--- config.mk ---
export PLATFORM = sky130hd
export DESIGN_NAME = pc_fetch_unit_flat
export DESIGN_NICKNAME = d
export VERILOG_FILES = /design/src/rtl/pc_fetch_unit_pkg.sv /design/src/rtl/pc_fetch_unit_if.sv /design/src/rtl/fetch_out_reg.sv /design/src/rtl/pc_fetch_unit.sv /design/src/flat_wrapper.sv
export SDC_FILE = /design/constraint.sdc
export NUM_CORES = 1
export LEC_CHECK = 0
export ABC_AREA = 1
export CAP_MARGIN = 15
export CORE_ASPECT_RATIO = 2
export CORE_UTILIZATION = 39
export CTS_BUF_LIST = sky130_fd_sc_hd__clkbuf_16
export DETAILED_ROUTE_END_ITERATION = 16
export PLACE_DENSITY = 0.71
export SYNTH_ARGS = -nofsm -noshare
export SYNTH_HDL_FRONTEND = slang
export SYNTH_SLANG_ARGS = --single-unit
--- constraint.sdc ---
create_clock -name clk -period 1.85 [get_ports clk]
set_input_delay 0.37 -clock clk [delete_from_list [all_inputs] [get_ports clk]]
set_output_delay 0.37 -clock clk [all_outputs]
set_load 0.01 [all_outputs]
--- src/rtl/pc_fetch_unit_pkg.sv ---
// Shared types and constants for the fetch stage.
//   pc_src_t      : next-PC select from the branch/jump resolver (2'b11 behaves as PC_PLUS4)
//   fetch_state_t : request sequencer states
//   RESET_PC_DEFAULT : default PC loaded on reset
package pc_fetch_unit_pkg;

  localparam logic [31:0] RESET_PC_DEFAULT = 32'h0000_0000;

  typedef enum logic [1:0] {
    PC_PLUS4  = 2'b00,
    PC_TARGET = 2'b01,
    PC_JALR   = 2'b10
  } pc_src_t;

  typedef enum logic [1:0] {
    REQ  = 2'b00,
    WAIT = 2'b01,
    ERR  = 2'b10
  } fetch_state_t;

  // Only branch/jal and jalr selects move the PC off the sequential path.
  function automatic logic is_redirect_src(input logic [1:0] src);
    return (src == PC_TARGET) || (src == PC_JALR);
  endfunction

endpackage

--- src/rtl/pc_fetch_unit_if.sv ---
// Fetch-stage bus bundle: instruction-memory request/response plus the decode-facing
// instruction output.
//   master : the fetch unit (drives requests and the instruction output)
//   slave  : memory + decode side (drives ready/response/instr_ready)
interface pc_fetch_unit_if #(
  parameter int unsigned XLEN = 32
) ();

  logic            imem_req_valid;
  logic            imem_req_ready;
  logic [XLEN-1:0] imem_req_addr;
  logic            imem_rsp_valid;
  logic [XLEN-1:0] imem_rsp_data;
  logic            instr_valid;
  logic            instr_ready;
  logic [XLEN-1:0] instr;
  logic [XLEN-1:0] instr_pc;
  logic [XLEN-1:0] instr_pc_plus4;

  modport master (
    output imem_req_valid, imem_req_addr,
    input  imem_req_ready,
    input  imem_rsp_valid, imem_rsp_data,
    output instr_valid, instr, instr_pc, instr_pc_plus4,
    input  instr_ready
  );

  modport slave (
    input  imem_req_valid, imem_req_addr,
    output imem_req_ready,
    output imem_rsp_valid, imem_rsp_data,
    input  instr_valid, instr, instr_pc, instr_pc_plus4,
    output instr_ready
  );

endinterface

--- src/rtl/fetch_out_reg.sv ---
// One-entry valid/ready output register between fetch and decode.
//   load_i   : capture data/pc/pc_plus4 and set valid
//   flush_i  : clear valid (wins over load and the handshake)
//   ready_i  : downstream accepts; valid drops unless reloaded the same cycle
//   valid_o, data_o, pc_o, pc_plus4_o : registered outputs, stable while valid & !ready
module fetch_out_reg #(
  parameter int unsigned XLEN = 32
) (
  input  logic            clk_i,
  input  logic            rst_ni,
  input  logic            load_i,
  input  logic            flush_i,
  input  logic            ready_i,
  input  logic [XLEN-1:0] data_i,
  input  logic [XLEN-1:0] pc_i,
  input  logic [XLEN-1:0] pc_plus4_i,
  output logic            valid_o,
  output logic [XLEN-1:0] data_o,
  output logic [XLEN-1:0] pc_o,
  output logic [XLEN-1:0] pc_plus4_o
);

  logic            valid_q, valid_d;
  logic [XLEN-1:0] data_q, data_d;
  logic [XLEN-1:0] pc_q, pc_d;
  logic [XLEN-1:0] pc_plus4_q, pc_plus4_d;

  always_comb begin
    valid_d    = valid_q;
    data_d     = data_q;
    pc_d       = pc_q;
    pc_plus4_d = pc_plus4_q;
    if (flush_i) begin
      valid_d = 1'b0;
    end else if (load_i) begin
      valid_d    = 1'b1;
      data_d     = data_i;
      pc_d       = pc_i;
      pc_plus4_d = pc_plus4_i;
    end else if (ready_i) begin
      valid_d = 1'b0;
    end
  end

  always_ff @(posedge clk_i or negedge rst_ni) begin
    if (!rst_ni) begin
      valid_q    <= 1'b0;
      data_q     <= '0;
      pc_q       <= '0;
      pc_plus4_q <= '0;
    end else begin
      valid_q    <= valid_d;
      data_q     <= data_d;
      pc_q       <= pc_d;
      pc_plus4_q <= pc_plus4_d;
    end
  end

  assign valid_o    = valid_q;
  assign data_o     = data_q;
  assign pc_o       = pc_q;
  assign pc_plus4_o = pc_plus4_q;

endmodule

--- src/rtl/pc_fetch_unit.sv ---
// Fetch stage: holds the architectural PC, sequences one-outstanding instruction-memory
// reads and hands fetched words to decode through a one-entry output register.
//   clk, rst_n        : clock, asynchronous active-low reset
//   pc_src, redir_valid, imm_target, alu_target : redirect request from the resolver
//   bus (master)      : imem request/response and decode-facing instruction output
//   misalign_err      : sticky flag, set by a redirect to a non-word-aligned target
module pc_fetch_unit
  import pc_fetch_unit_pkg::*;
#(
  parameter int unsigned     XLEN     = 32,
  parameter logic [XLEN-1:0] RESET_PC = XLEN'(RESET_PC_DEFAULT)
) (
  input  logic            clk,
  input  logic            rst_n,
  input  logic [1:0]      pc_src,
  input  logic            redir_valid,
  input  logic [XLEN-1:0] imm_target,
  input  logic [XLEN-1:0] alu_target,
  pc_fetch_unit_if.master bus,
  output logic            misalign_err
);

  fetch_state_t    state_q, state_d;
  logic [XLEN-1:0] pc_q, pc_d;
  logic            squash_q, squash_d;
  logic            misalign_q, misalign_d;

  logic [XLEN-1:0] target;
  logic [XLEN-1:0] pc_plus4;
  logic            redirect;
  logic            misaligned;
  logic            req_valid;
  logic            req_fire;
  logic            out_load;
  logic            out_flush;
  logic            out_valid;

  // jalr clears bit 0 of the ALU result; bit 1 is still checked for alignment.
  assign target     = (pc_src == PC_JALR) ? (alu_target & ~XLEN'(1)) : imm_target;
  assign misaligned = |target[1:0];
  assign redirect   = redir_valid && is_redirect_src(pc_src) && (state_q != ERR);
  assign pc_plus4   = pc_q + XLEN'(4);

  // Only request when the fetched word will have somewhere to go.
  assign req_valid = rst_n && (state_q == REQ) && (!out_valid || bus.instr_ready);
  assign req_fire  = req_valid && bus.imem_req_ready;

  assign bus.imem_req_valid = req_valid;
  assign bus.imem_req_addr  = pc_q;

  always_comb begin
    state_d    = state_q;
    pc_d       = pc_q;
    squash_d   = squash_q;
    misalign_d = misalign_q;
    out_load   = 1'b0;
    out_flush  = 1'b0;

    unique case (state_q)
      REQ: begin
        if (req_fire) begin
          state_d = WAIT;
        end
      end
      WAIT: begin
        if (bus.imem_rsp_valid) begin
          state_d = REQ;
          if (squash_q) begin
            squash_d = 1'b0;
          end else begin
            out_load = 1'b1;
            pc_d     = pc_plus4;
          end
        end
      end
      ERR: begin
      end
      default: begin
        state_d = ERR;
      end
    endcase

    // A redirect overrides any same-cycle response load and output handshake.
    if (redirect) begin
      out_load  = 1'b0;
      out_flush = 1'b1;
      if (misaligned) begin
        state_d    = ERR;
        misalign_d = 1'b1;
        squash_d   = 1'b0;
      end else begin
        pc_d = target;
        // A response arriving this very cycle is already dropped, so only a request
        // still in flight after this edge needs squashing.
        squash_d = req_fire || ((state_q == WAIT) && !bus.imem_rsp_valid);
      end
    end
  end

  always_ff @(posedge clk or negedge rst_n) begin
    if (!rst_n) begin
      state_q    <= REQ;
      pc_q       <= RESET_PC;
      squash_q   <= 1'b0;
      misalign_q <= 1'b0;
    end else begin
      state_q    <= state_d;
      pc_q       <= pc_d;
      squash_q   <= squash_d;
      misalign_q <= misalign_d;
    end
  end

  assign misalign_err    = misalign_q;
  assign bus.instr_valid = out_valid;

  fetch_out_reg #(
    .XLEN (XLEN)
  ) u_out_reg (
    .clk_i      (clk),
    .rst_ni     (rst_n),
    .load_i     (out_load),
    .flush_i    (out_flush),
    .ready_i    (bus.instr_ready),
    .data_i     (bus.imem_rsp_data),
    .pc_i       (pc_q),
    .pc_plus4_i (pc_plus4),
    .valid_o    (out_valid),
    .data_o     (bus.instr),
    .pc_o       (bus.instr_pc),
    .pc_plus4_o (bus.instr_pc_plus4)
  );

endmodule
--- src/flat_wrapper.sv ---
// flat-port wrapper written by rule: the top's interface ports become plain ports
module pc_fetch_unit_flat import pc_fetch_unit_pkg::*;
#(
  parameter int unsigned     XLEN     = 32,
  parameter logic [XLEN-1:0] RESET_PC = XLEN'(RESET_PC_DEFAULT)
)
  (clk, rst_n, pc_src, redir_valid, imm_target, alu_target, misalign_err, bus_imem_req_valid, bus_imem_req_addr, bus_imem_req_ready, bus_imem_rsp_valid, bus_imem_rsp_data, bus_instr_valid, bus_instr, bus_instr_pc, bus_instr_pc_plus4, bus_instr_ready);
  pc_fetch_unit_if #(.XLEN(XLEN)) bus_i ();
  input  logic clk;
  input  logic rst_n;
  input  logic [1:0] pc_src;
  input  logic redir_valid;
  input  logic [XLEN-1:0] imm_target;
  input  logic [XLEN-1:0] alu_target;
  output logic misalign_err;
  output wire logic [$bits(bus_i.imem_req_valid)-1:0] bus_imem_req_valid;
  output wire logic [$bits(bus_i.imem_req_addr)-1:0] bus_imem_req_addr;
  input wire logic [$bits(bus_i.imem_req_ready)-1:0] bus_imem_req_ready;
  input wire logic [$bits(bus_i.imem_rsp_valid)-1:0] bus_imem_rsp_valid;
  input wire logic [$bits(bus_i.imem_rsp_data)-1:0] bus_imem_rsp_data;
  output wire logic [$bits(bus_i.instr_valid)-1:0] bus_instr_valid;
  output wire logic [$bits(bus_i.instr)-1:0] bus_instr;
  output wire logic [$bits(bus_i.instr_pc)-1:0] bus_instr_pc;
  output wire logic [$bits(bus_i.instr_pc_plus4)-1:0] bus_instr_pc_plus4;
  input wire logic [$bits(bus_i.instr_ready)-1:0] bus_instr_ready;
  assign bus_imem_req_valid = bus_i.imem_req_valid;
  assign bus_imem_req_addr = bus_i.imem_req_addr;
  assign bus_i.imem_req_ready = bus_imem_req_ready;
  assign bus_i.imem_rsp_valid = bus_imem_rsp_valid;
  assign bus_i.imem_rsp_data = bus_imem_rsp_data;
  assign bus_instr_valid = bus_i.instr_valid;
  assign bus_instr = bus_i.instr;
  assign bus_instr_pc = bus_i.instr_pc;
  assign bus_instr_pc_plus4 = bus_i.instr_pc_plus4;
  assign bus_i.instr_ready = bus_instr_ready;
  pc_fetch_unit #(.XLEN(XLEN), .RESET_PC(RESET_PC)) u_core (.clk(clk), .rst_n(rst_n), .pc_src(pc_src), .redir_valid(redir_valid), .imm_target(imm_target), .alu_target(alu_target), .bus(bus_i), .misalign_err(misalign_err));
endmodule
==> reports/metrics.cfg <==
[synth]
synth.cell_area_um2=6633
synthMostInstantiatedCell=sky130_fd_sc_hd__nand2_1
post_synth_fa_ha_maj_area_fraction_pct=0.3773
cell_types_with_the_highest_counts_after_synthesis=sky130_fd_sc_hd__nand2_1, sky130_fd_sc_hd__dfrtp_1, sky130_fd_sc_hd__inv_1
synth.ff_latch_count=131
synth_mux_area_share_pct=0.7546
synth-async-reset-ratio_pct=100.0
yosysWarnings=0
synth.distinct_cells=39
synth_area_leaders=sky130_fd_sc_hd__dfrtp_1, sky130_fd_sc_hd__nand2_1, sky130_fd_sc_hd__inv_1, sky130_fd_sc_hd__nor2_1, sky130_fd_sc_hd__nand3_1
ys_seq_area_share_pct=49.42
net_count_after_synthesis=947
synth_top_family_by_area=simple AND/OR/NAND/NOR gates
synth_compound_gate_area_share_pct=7.885
yosys.area.top_type=sky130_fd_sc_hd__dfrtp_1
syn_avg_cell_area_um2=7.887
synth_top_area_share_pct=49.42
synthFlopType=sky130_fd_sc_hd__dfrtp_1
post_synth_and_or_nand_nor_area_fraction_pct=32.75
synth-xor-area-share_pct=2.245
synth_enable_flop_cells=0
post_synth_inst_count=841

[critical_path]
crit_path_start=u_core.bus.imem_req_addr[27]
worst_ep_arrival_time_ns=1.43
critPathLaunchType=register
critical_path.endpoint_type=output pin
cpLargestDelayFamily=buffers and inverters
rr_startpoint=u_core.bus.imem_req_addr[2]
cp_max_fo=8
cp.buffers_inverters=1
worst_reg2reg_setup_slack_ns=0.07
critical_path.cell_chain=clkdlybuf4s50_1
worst-setup-path-type=reg -> out
crit_path_max_incr_delay_ns=0.57
crit_path_top_delay_cell=sky130_fd_sc_hd__clkdlybuf4s50_1
timing.critical_path.required_ns=1.48

[layout]
antenna-diode-count=0
n_fill_cell=1450
area_delta_synth_final_pct=54.39
fraction_of_layout_instances_using_a_drive_strength_above_1_pct=12.92
num-nets-final=1215
layout.area.seq_um2=3293
final_design_area_no_fill_um2=10240
multiInputGateArea_um2=2942

[detailed_routing]
drt_first_iter_violations=288
average_wire_per_standard_cell_um=15.34
drt-vias-per-instance=4.864
vias=6464
detail_route.drc_violations=0
route.antenna.remaining_nets=0
dr.pass1.iters=5
drt-total-wl_um=20390

[placed_design]
place_area_um2=9488
place.port_buffers=233
dp_slack_ns=-0.3270
detailed_place_hpwl_um=15300
gpl.final_weighted_congestion=0.8578

[sta]
worstMarginPinSlew_ns=0.8177
period_minus_slack_ns=1.804
worst_slack_ns=0.04579
final.period_utilization_pct=97.52
slew_viol_final=0
tightest_slew_margin_relative_to_the_limit_pct=45.49
max_freq_mhz=554.3
setup_viol=0
worst_hold_slack_ns=-0.02595
final-hold-violation-count=19
finClkSkew_ns=0.007247
setup_tns_ns=0

[power]
power-per-cell-area_nw_per_um2=677.4
vdd.ir_drop.worst_mv=0.5919
static-leakage-power_nw=5.001

[clock_tree]
tritoncts=built
cts.root.buffer_cell=sky130_fd_sc_hd__clkbuf_16
cts_sinks=131
ctsHoldBuffers=0
cts.clk_slew.worst_paths_ns=0.06
clock_tree.buffer_depth=2
cts_made_buffers=17
insertion_delay_to_the_later_sink_of_the_worst_skew_pair_ns=0.41
cts-htree-levels=4

[worst_hold_path]
min-delay-path-class=in -> async

[floorplan]
floorplan.initialDensity_pct=39.76
dieArea_um2=17560
die_width_um=94.22
die_height_um=186.4
num_io_pins=235
core_area_um2=16680
row_count=67

[grt]
global_route_wire_length_before_repair_um=32180
grt_antenna_before_repair=0
globalRoute.totalOverflow=0
first_global_vias=6415
grt_max_degree=132
grt_use_total_pct=23.87

[outcome]
outcome=finished, violations left
violated_checks=negative hold slack

[flow_run]
max_cap_violations=0

-- cell families (layout without fill, tap and decap cells) --
group                    count (synthesis)  after routing
buffers and inverters                   96            377
flip-flops                             131            131
adder cells (fa/ha/maj)                  2              2
multiplexers                             5              5
AO/OA/AOI/OAI                           92             92
AND/OR/NAND/NOR                        498            498
XOR/XNOR                                17             17
-- flip-flops by register name, indices dropped and copies added, names as in the netlist --
name and flops:
u_core.bus.imem_req_addr 32, u_core.squash_q 1, u_core.misalign_err 1, u_core.u_out_reg.data_o 32, u_core.u_out_reg.pc_o 32, u_core.u_out_reg.pc_plus4_o 30
u_core.state_q 2, u_core.u_out_reg.valid_o 1
-- cell usage in the layout (no fill, tap or decap), types with 5 or more instances in the layout --
cell                              count
sky130_fd_sc_hd__nand2_1            365
sky130_fd_sc_hd__clkdlybuf4s50_1    224
sky130_fd_sc_hd__dfrtp_1            119
sky130_fd_sc_hd__inv_1               51
sky130_fd_sc_hd__nor2_1              48
sky130_fd_sc_hd__buf_4               44
sky130_fd_sc_hd__nand3_1             35
sky130_fd_sc_hd__o21ai_0             33
sky130_fd_sc_hd__o21ai_1             17
sky130_fd_sc_hd__xor2_1              17
sky130_fd_sc_hd__clkbuf_16           17
sky130_fd_sc_hd__a21oi_1             16
sky130_fd_sc_hd__dfrtp_2             12
sky130_fd_sc_hd__nand4_1             11
sky130_fd_sc_hd__buf_12              11
sky130_fd_sc_hd__nor2_4               8
sky130_fd_sc_hd__o211ai_1             8
sky130_fd_sc_hd__nor2_2               5
sky130_fd_sc_hd__mux2i_1              5
sky130_fd_sc_hd__or2_2                5
sky130_fd_sc_hd__dlymetal6s2s_1       5
-- power breakdown --
group	total [W]	switching, W	internal, W
clock network	0.00358	0.00131	0.00227
logic	0.000456	0.000191	0.000265
registers	0.00290	0.0000197	0.00288
-- metal layers --
layer	share of wire, %	wire length, µm	global-route usage (%)	up-vias
met5	0	0	0	-
li1	-	-	-	3197
met4	4.3	876	13.20	0
met2	53	10780	42.08	251
met1	37	7646	26.11	2963
met3	5.3	1088	4.401	53
-- stage by stage --
stage | utilization [%] | power, W | std cells
2_1_floorplan | - | 0.003050 | 841
6_report | 61.38 | 0.006936 | 1329
5_1_grt | 61.38 | 0.007165 | 1329
4_1_cts | 60.77 | 0.007002 | 1321
3_5_place_dp | 56.87 | 0.003408 | 1287
3_3_place_gp | 56.87 | 0.003405 | 1287
-- path summary, 6_finish.rpt --
check | cells after the start | endpoint
worst min-delay path | 2 | u_core.bus.imem_req_addr[3]
worst min register to register | 2 | u_core.u_out_reg.data_o[7]
max in group asynchronous | 2 | u_core.u_out_reg.pc_plus4_o[9]
min in group clk | 2 | u_core.u_out_reg.data_o[7]
worst max register to register | 9 | u_core.u_out_reg.pc_plus4_o[20]
worst max-delay path | 1 | bus_imem_req_addr[27]
-- timing repair --
action	in CTS	in global routing
endpoints found under the setup margin	13	21
buffers inserted	2	8
resized for setup	11	17
pin swaps	0	4
-- area by class of cell --
type                            count  area share, %
Inverter                           56          2.077
Tap cell                          207          2.529
Multi-Input combinational cell    614          28.73
Timing Repair Buffer              289          28.36
Clock inverter                     15          1.992
Clock buffer                       17          4.154
Sequential cell                   131          32.16
Note: power is estimated with default switching activity, not from simulation.
